--- config.mk ---
export PLATFORM = sky130hd
export DESIGN_NAME = reg_bank_sb_flat
export DESIGN_NICKNAME = d
export VERILOG_FILES = /design/src/rtl/mips_pkg.sv /design/src/rtl/reg_bank_sb_if.sv /design/src/rtl/reg_scoreboard.sv /design/src/rtl/reg_bank_sb.sv /design/src/flat_wrapper.sv
export SDC_FILE = /design/constraint.sdc
export NUM_CORES = 2
export LEC_CHECK = 0
export BUFFER_PORTS_ARGS = -buffer_cell sky130_fd_sc_hd__buf_2
export CAP_MARGIN = 30
export CORE_ASPECT_RATIO = 0.5
export CORE_MARGIN = 2
export CORE_UTILIZATION = 45
export CTS_CLUSTER_DIAMETER = 80
export CTS_CLUSTER_SIZE = 40
export DETAILED_ROUTE_END_ITERATION = 12
export PLACE_DENSITY = 0.68
export RECOVER_POWER = 50
export SLEW_MARGIN = 20
export SYNTH_ARGS = -nofsm -noshare
export SYNTH_HDL_FRONTEND = slang
export SYNTH_SLANG_ARGS = --single-unit
--- constraint.sdc ---
create_clock -name clk -period 46.4 [get_ports clk]
set_input_delay 11.6 -clock clk [delete_from_list [all_inputs] [get_ports clk]]
set_output_delay 11.6 -clock clk [all_outputs]
set_load 0.02 [all_outputs]
--- src/rtl/mips_pkg.sv ---
// mips_pkg: shared widths and types for the register bank slice
package mips_pkg;
  localparam int DATA_W = 32;
  localparam int ADDR_W = 5;
  localparam int NREGS = 2 ** ADDR_W;
  typedef logic [ADDR_W-1:0] reg_addr_t;
  typedef logic [DATA_W-1:0] word_t;
  localparam reg_addr_t REG_ZERO = reg_addr_t'(0);
endpackage

--- src/rtl/reg_bank_sb_if.sv ---
// reg_bank_sb_if: read, write, issue and scoreboard signals of the register bank
interface reg_bank_sb_if;
  import mips_pkg::*;
  reg_addr_t rd_addr_a, rd_addr_b, wr_addr, issue_addr;
  logic rd_en_a, rd_en_b, wr_en, issue_en, stall;
  word_t rd_data_a, rd_data_b, wr_data;
  logic [NREGS-1:0] pending;
  modport master (
    output rd_addr_a, rd_en_a, rd_addr_b, rd_en_b, wr_en, wr_addr, wr_data, issue_en, issue_addr,
    input rd_data_a, rd_data_b, stall, pending
  );
  modport slave (
    input rd_addr_a, rd_en_a, rd_addr_b, rd_en_b, wr_en, wr_addr, wr_data, issue_en, issue_addr,
    output rd_data_a, rd_data_b, stall, pending
  );
endinterface

--- src/rtl/reg_scoreboard.sv ---
// reg_scoreboard: pending bits for in-flight producers and the read stall equation
module reg_scoreboard import mips_pkg::*; (
  input  logic             clk,
  input  logic             rst,
  input  logic             wr_en,
  input  reg_addr_t        wr_addr,
  input  logic             issue_en,
  input  reg_addr_t        issue_addr,
  input  logic             rd_en_a,
  input  reg_addr_t        rd_addr_a,
  input  logic             rd_en_b,
  input  reg_addr_t        rd_addr_b,
  output logic [NREGS-1:0] pending,
  output logic             stall
);
  logic [NREGS-1:0] set_v, clr_v;
  logic hit_a, hit_b;
  always_comb begin
    set_v = issue_en ? NREGS'(1) << issue_addr : '0;
    clr_v = wr_en ? NREGS'(1) << wr_addr : '0;
    // a same-cycle retiring write is forwarded, so it cancels the hit
    hit_a = rd_en_a && pending[rd_addr_a] && !(wr_en && wr_addr == rd_addr_a);
    hit_b = rd_en_b && pending[rd_addr_b] && !(wr_en && wr_addr == rd_addr_b);
    stall = hit_a || hit_b;
  end
  // set after clear: a newer producer supersedes the retiring one
  always_ff @(posedge clk or posedge rst)
    if (rst) pending <= '0;
    else pending <= ((pending & ~clr_v) | set_v) & ~NREGS'(1);
endmodule

--- src/rtl/reg_bank_sb.sv ---
// reg_bank_sb: 32x32 register bank with write-through bypass and load scoreboard
module reg_bank_sb import mips_pkg::*; (
  input logic clk,
  input logic rst,
  reg_bank_sb_if.slave bus
);
  word_t regs [NREGS];
  always_ff @(posedge clk or posedge rst)
    if (rst) for (int i = 0; i < NREGS; i++) regs[i] <= '0;
    else if (bus.wr_en && bus.wr_addr != REG_ZERO) regs[bus.wr_addr] <= bus.wr_data;
  assign bus.rd_data_a = (bus.rd_addr_a == REG_ZERO) ? '0 :
                         (bus.wr_en && bus.wr_addr == bus.rd_addr_a) ? bus.wr_data : regs[bus.rd_addr_a];
  assign bus.rd_data_b = (bus.rd_addr_b == REG_ZERO) ? '0 :
                         (bus.wr_en && bus.wr_addr == bus.rd_addr_b) ? bus.wr_data : regs[bus.rd_addr_b];
  reg_scoreboard u_sb (
    .clk(clk),
    .rst(rst),
    .wr_en(bus.wr_en),
    .wr_addr(bus.wr_addr),
    .issue_en(bus.issue_en),
    .issue_addr(bus.issue_addr),
    .rd_en_a(bus.rd_en_a),
    .rd_addr_a(bus.rd_addr_a),
    .rd_en_b(bus.rd_en_b),
    .rd_addr_b(bus.rd_addr_b),
    .pending(bus.pending),
    .stall(bus.stall)
  );
endmodule
--- src/flat_wrapper.sv ---
// flat-port wrapper written by rule: the top's interface ports become plain ports
module reg_bank_sb_flat import mips_pkg::*;
  (clk, rst, bus_rd_addr_a, bus_rd_en_a, bus_rd_addr_b, bus_rd_en_b, bus_wr_en, bus_wr_addr, bus_wr_data, bus_issue_en, bus_issue_addr, bus_rd_data_a, bus_rd_data_b, bus_stall, bus_pending);
  reg_bank_sb_if bus_i ();
  input logic clk;
  input logic rst;
  input wire logic [$bits(bus_i.rd_addr_a)-1:0] bus_rd_addr_a;
  input wire logic [$bits(bus_i.rd_en_a)-1:0] bus_rd_en_a;
  input wire logic [$bits(bus_i.rd_addr_b)-1:0] bus_rd_addr_b;
  input wire logic [$bits(bus_i.rd_en_b)-1:0] bus_rd_en_b;
  input wire logic [$bits(bus_i.wr_en)-1:0] bus_wr_en;
  input wire logic [$bits(bus_i.wr_addr)-1:0] bus_wr_addr;
  input wire logic [$bits(bus_i.wr_data)-1:0] bus_wr_data;
  input wire logic [$bits(bus_i.issue_en)-1:0] bus_issue_en;
  input wire logic [$bits(bus_i.issue_addr)-1:0] bus_issue_addr;
  output wire logic [$bits(bus_i.rd_data_a)-1:0] bus_rd_data_a;
  output wire logic [$bits(bus_i.rd_data_b)-1:0] bus_rd_data_b;
  output wire logic [$bits(bus_i.stall)-1:0] bus_stall;
  output wire logic [$bits(bus_i.pending)-1:0] bus_pending;
  assign bus_i.rd_addr_a = bus_rd_addr_a;
  assign bus_i.rd_en_a = bus_rd_en_a;
  assign bus_i.rd_addr_b = bus_rd_addr_b;
  assign bus_i.rd_en_b = bus_rd_en_b;
  assign bus_i.wr_en = bus_wr_en;
  assign bus_i.wr_addr = bus_wr_addr;
  assign bus_i.wr_data = bus_wr_data;
  assign bus_i.issue_en = bus_issue_en;
  assign bus_i.issue_addr = bus_issue_addr;
  assign bus_rd_data_a = bus_i.rd_data_a;
  assign bus_rd_data_b = bus_i.rd_data_b;
  assign bus_stall = bus_i.stall;
  assign bus_pending = bus_i.pending;
  reg_bank_sb u_core (.clk(clk), .rst(rst), .bus(bus_i));
endmodule
==> results.py <==
metrics = {
    "outcome": {
        "status": "complete, but fails checks",
        "violations": "max-capacitance violations, max-slew violations",
    },
    "detailed_routing": {
        "vias": 37130,
        "drc": 0,
        "ant_nets": 0,
        "dr.first_iter.drc_count": 3964,
        "wl_per_cell_um": 33.49,
        "firstDrtPassIters": 6,
        "wirelength_um": 182300,
        "viasPerCell": 6.819,
    },
    "critical_path": {
        "path_max_fanout": 76,
        "critPathKind": "input port to output port",
        "required_ns": 34.80,
        "r2r_end": "u_core.regs[226]",
        "cp_data_arrival_time_ns": 15.87,
        "r2r_setup_slack_ns": 45.58,
        "cp.depth": 10,
        "crit_path_end_kind": "output port",
        "cp_cell_sequence": "buf_8 > buf_4 > buf_4 > or3b_2 > buf_4 > o22ai_1 > a2111oi_0 > nor3_1 > nor3_1 > buf_2",
        "r2r_cells": 1,
        "crit_slowest_cell": "buf_4",
        "critPathLaunchType": "input port",
        "critical_path.most_common_cell": "buf_4",
        "r2r-start": "u_core.regs[226]",
        "cp-startpoint": "bus_rd_addr_b[1]",
        "path_buf_inv": 5,
        "critPathTopFamily": "buffers and inverters",
        "slowest_delay_ns": 0.71,
    },
    "power": {
        "p_leak_nw": 25.76,
        "vdd_ir_drop_max_mv": 0.02621,
        "p_comb_share_pct": 25.5,
        "p_int_mw": 1.613,
        "sw_frac_of_total_pct": 30.13,
        "cellPowerDensity_mw_per_mm2": 38.28,
        "p_clk_share_pct": 21.4,
        "switchingPower_uw": 695.8,
        "sequentialPowerShare_pct": 53.1,
    },
    "die": {
        "ios": 155,
        "core_mm2": 0.1262,
        "start_util_pct": 45.41,
        "die_y_um": 256.3,
        "rows": 92,
        "die_area_mm2": 0.1303,
        "die_x_um": 508.6,
    },
    "global_route": {
        "grt_pass1_wl_um": 265900,
        "grt_max_degree": 175,
        "grt_usage_pct": 27.68,
        "grt_pass1_vias": 38140,
        "grt_overflow": 0,
        "antenna_found_initial": 9,
    },
    "synth": {
        "synthSimpleGateAreaFrac_pct": 2.590,
        "synth_top_family_by_area": "multiplexers",
        "synth_fa_ha_area_share_pct": 0,
        "syn_nets": 3921,
        "synth_cell_type_count": 62,
        "synth_mux_area_share_pct": 43.18,
        "ys_warn_count": 0,
        "synth_edf_count": 0,
        "yosys.area.top_type": "dfrtp_1",
        "ys_top_cells_by_count": "mux2_2 (1112), dfrtp_1 (1055), mux4_2 (451), clkbuf_1 (230), mux2i_1 (143)",
        "synth_compound_area_share_pct": 4.095,
        "avgSynthCellArea_um2": 14.83,
        "synth_area_mm2": 0.05728,
        "ys_ff_latch": 1055,
        "synth_cells": 3863,
        "synthFlopType": "dfrtp_1",
        "synth_top_area_share_pct": 46.09,
        "async_flop_share_pct": 100.0,
        "synthTopCellsByArea": "dfrtp_1 (46%), mux2_2 (22%), mux4_2 (18%)",
        "synth_most_common_cell": "mux2_2",
        "ys_seq_area_share_pct": 46.09,
        "synth_xor_area_share_pct": 0.1529,
    },
    "clock_tree": {
        "postCtsSetupRepairBufs": 0,
        "ctsResizeCount": 0,
        "clock_latency_ns": 0.64,
        "cts_tree": "built",
        "cts_hold_buf": 0,
        "numCtsBuffers": 37,
        "clk_pin_slew_ns": 0.13,
        "clock_tree.buffer_depth": 3,
        "cts_max_level": 2,
        "cts_root_buf": "clkbuf_16",
        "clkSinkCount": 1055,
    },
    "final_layout": {
        "layout.nets": 3783,
        "drive_gt1_share_pct": 49.97,
        "final_cell_count_no_fill": 5445,
        "synthToLayoutAreaGrowth_pct": 5.295,
    },
    "sta": {
        "fin_skew_ns": 0,
        "finalMaxSlewViolations": 858,
        "finalSetupViolations": 0,
        "finalSetupTns_ns": 0,
        "relSlewSlack_pct": -511.8,
        "post-route-period-util_pct": 59.21,
        "hold_violations": 0,
        "worst_pin_slew_ns": 9.178,
        "min_period_ns": 27.47,
        "fmax_mhz": 36.40,
        "rsz0062_at_grt": "false",
    },
    "min_path": {
        "hold_end": "u_core.regs[1003]",
        "hp-start": "u_core.regs[1003]",
        "min_path_cells": 0,
        "worstHoldPathType": "flip-flop to flip-flop",
    },
    "placed_design": {
        "portBuffers": 153,
        "dp_cells": 5369,
        "place.gp.congestion": 0.8791,
        "place_hpwl_um": 105400,
    },
    "job": {
        "drv_cap": 22,
    },
}
[routing by layer]
| layer | vias to the layer above | wire length, um | global-route usage [%] |
|---|---|---|---|
| met3 | 517 | 16190 | 5.620 |
| met1 | 20080 | 71640 | 36.99 |
| met5 | - | 94 | 0 |
| met2 | 1917 | 84630 | 43.71 |
| met4 | 14 | 9775 | 12.65 |
| li1 | 14610 | - | - |
[cell families (layout without fill, tap and decap cells)]
family / Yosys count / in the layout
buf+inv: 446 / 329
xor+xnor: 10 / 10
other cells: 1 / 8
flops: 1055 / 1055
mux: 1730 / 1730
compound gates: 312 / 312
simple gates: 309 / 309
[per-stage QoR]
step           util, %  instance area [um2]  worst slack, ns  power, mW  hold WS (ns)
6_report         47.81                60320            18.93      2.309        0.4077
5_1_grt          47.80                60310            18.95      2.403        0.4256
4_1_cts          47.86                60380            19.03      2.310        0.4140
3_5_place_dp     46.83                59090            19.03      1.826        0.3842
3_3_place_gp     46.76                59000            19.03      1.794        0.3769
2_1_floorplan        -                57280            5.105      1.664        0.4413
[registers in the layout (all words and copies together) (netlist names)]
register             cells
u_core.regs           1024
u_core.u_sb.pending     31
[cells in the final DEF (no fill, tap or decap), drive strengths merged, types with 14 or more instances in the layout]
cell	instances
a22o	38
nor2b	19
dfrtp	1055
nand2	76
o22ai	57
mux2	1112
nor2	97
a2111oi	36
a211oi	18
nor3	40
inv	14
o211ai	16
clkbuf	91
buf	210
nand3	23
mux2i	143
a221o	22
mux4	475
o21ai	57
a221oi	21
[area by class of cell]
type | count | area, um2
Inverter | 8 | 32.53
Fill cell | 10900 | 65840
Sequential cell | 1055 | 26400
Clock inverter | 20 | 330.3
Tap cell | 1692 | 2117
Antenna cell | 7 | 17.52
Clock buffer | 40 | 967.2
Multi-Input combinational cell | 2362 | 28770
Timing Repair Buffer | 261 | 1684
[worst max path at each step]
stage	slack [ns]	to
2_1_floorplan	5.10	u_core.regs[0]
5_1_grt	18.95	bus_rd_data_b[31]
3_5_place_dp	19.03	bus_rd_data_b[21]
6_report	18.93	bus_rd_data_b[21]
4_1_cts	19.03	bus_rd_data_b[21]
3_3_place_gp	19.03	bus_rd_data_b[21]
[power by group through the flow]
stage | Sequential (mW) | Combinational [mW] | Clock (mW)
floorplan | 1.20 | 0.459 | 0
global placement | 1.22 | 0.573 | 0
detailed placement | 1.24 | 0.588 | 0
CTS | 1.22 | 0.590 | 0.502
global route | 1.25 | 0.625 | 0.533
finish | 1.23 | 0.589 | 0.494
Power figures use the tool's default switching activity.
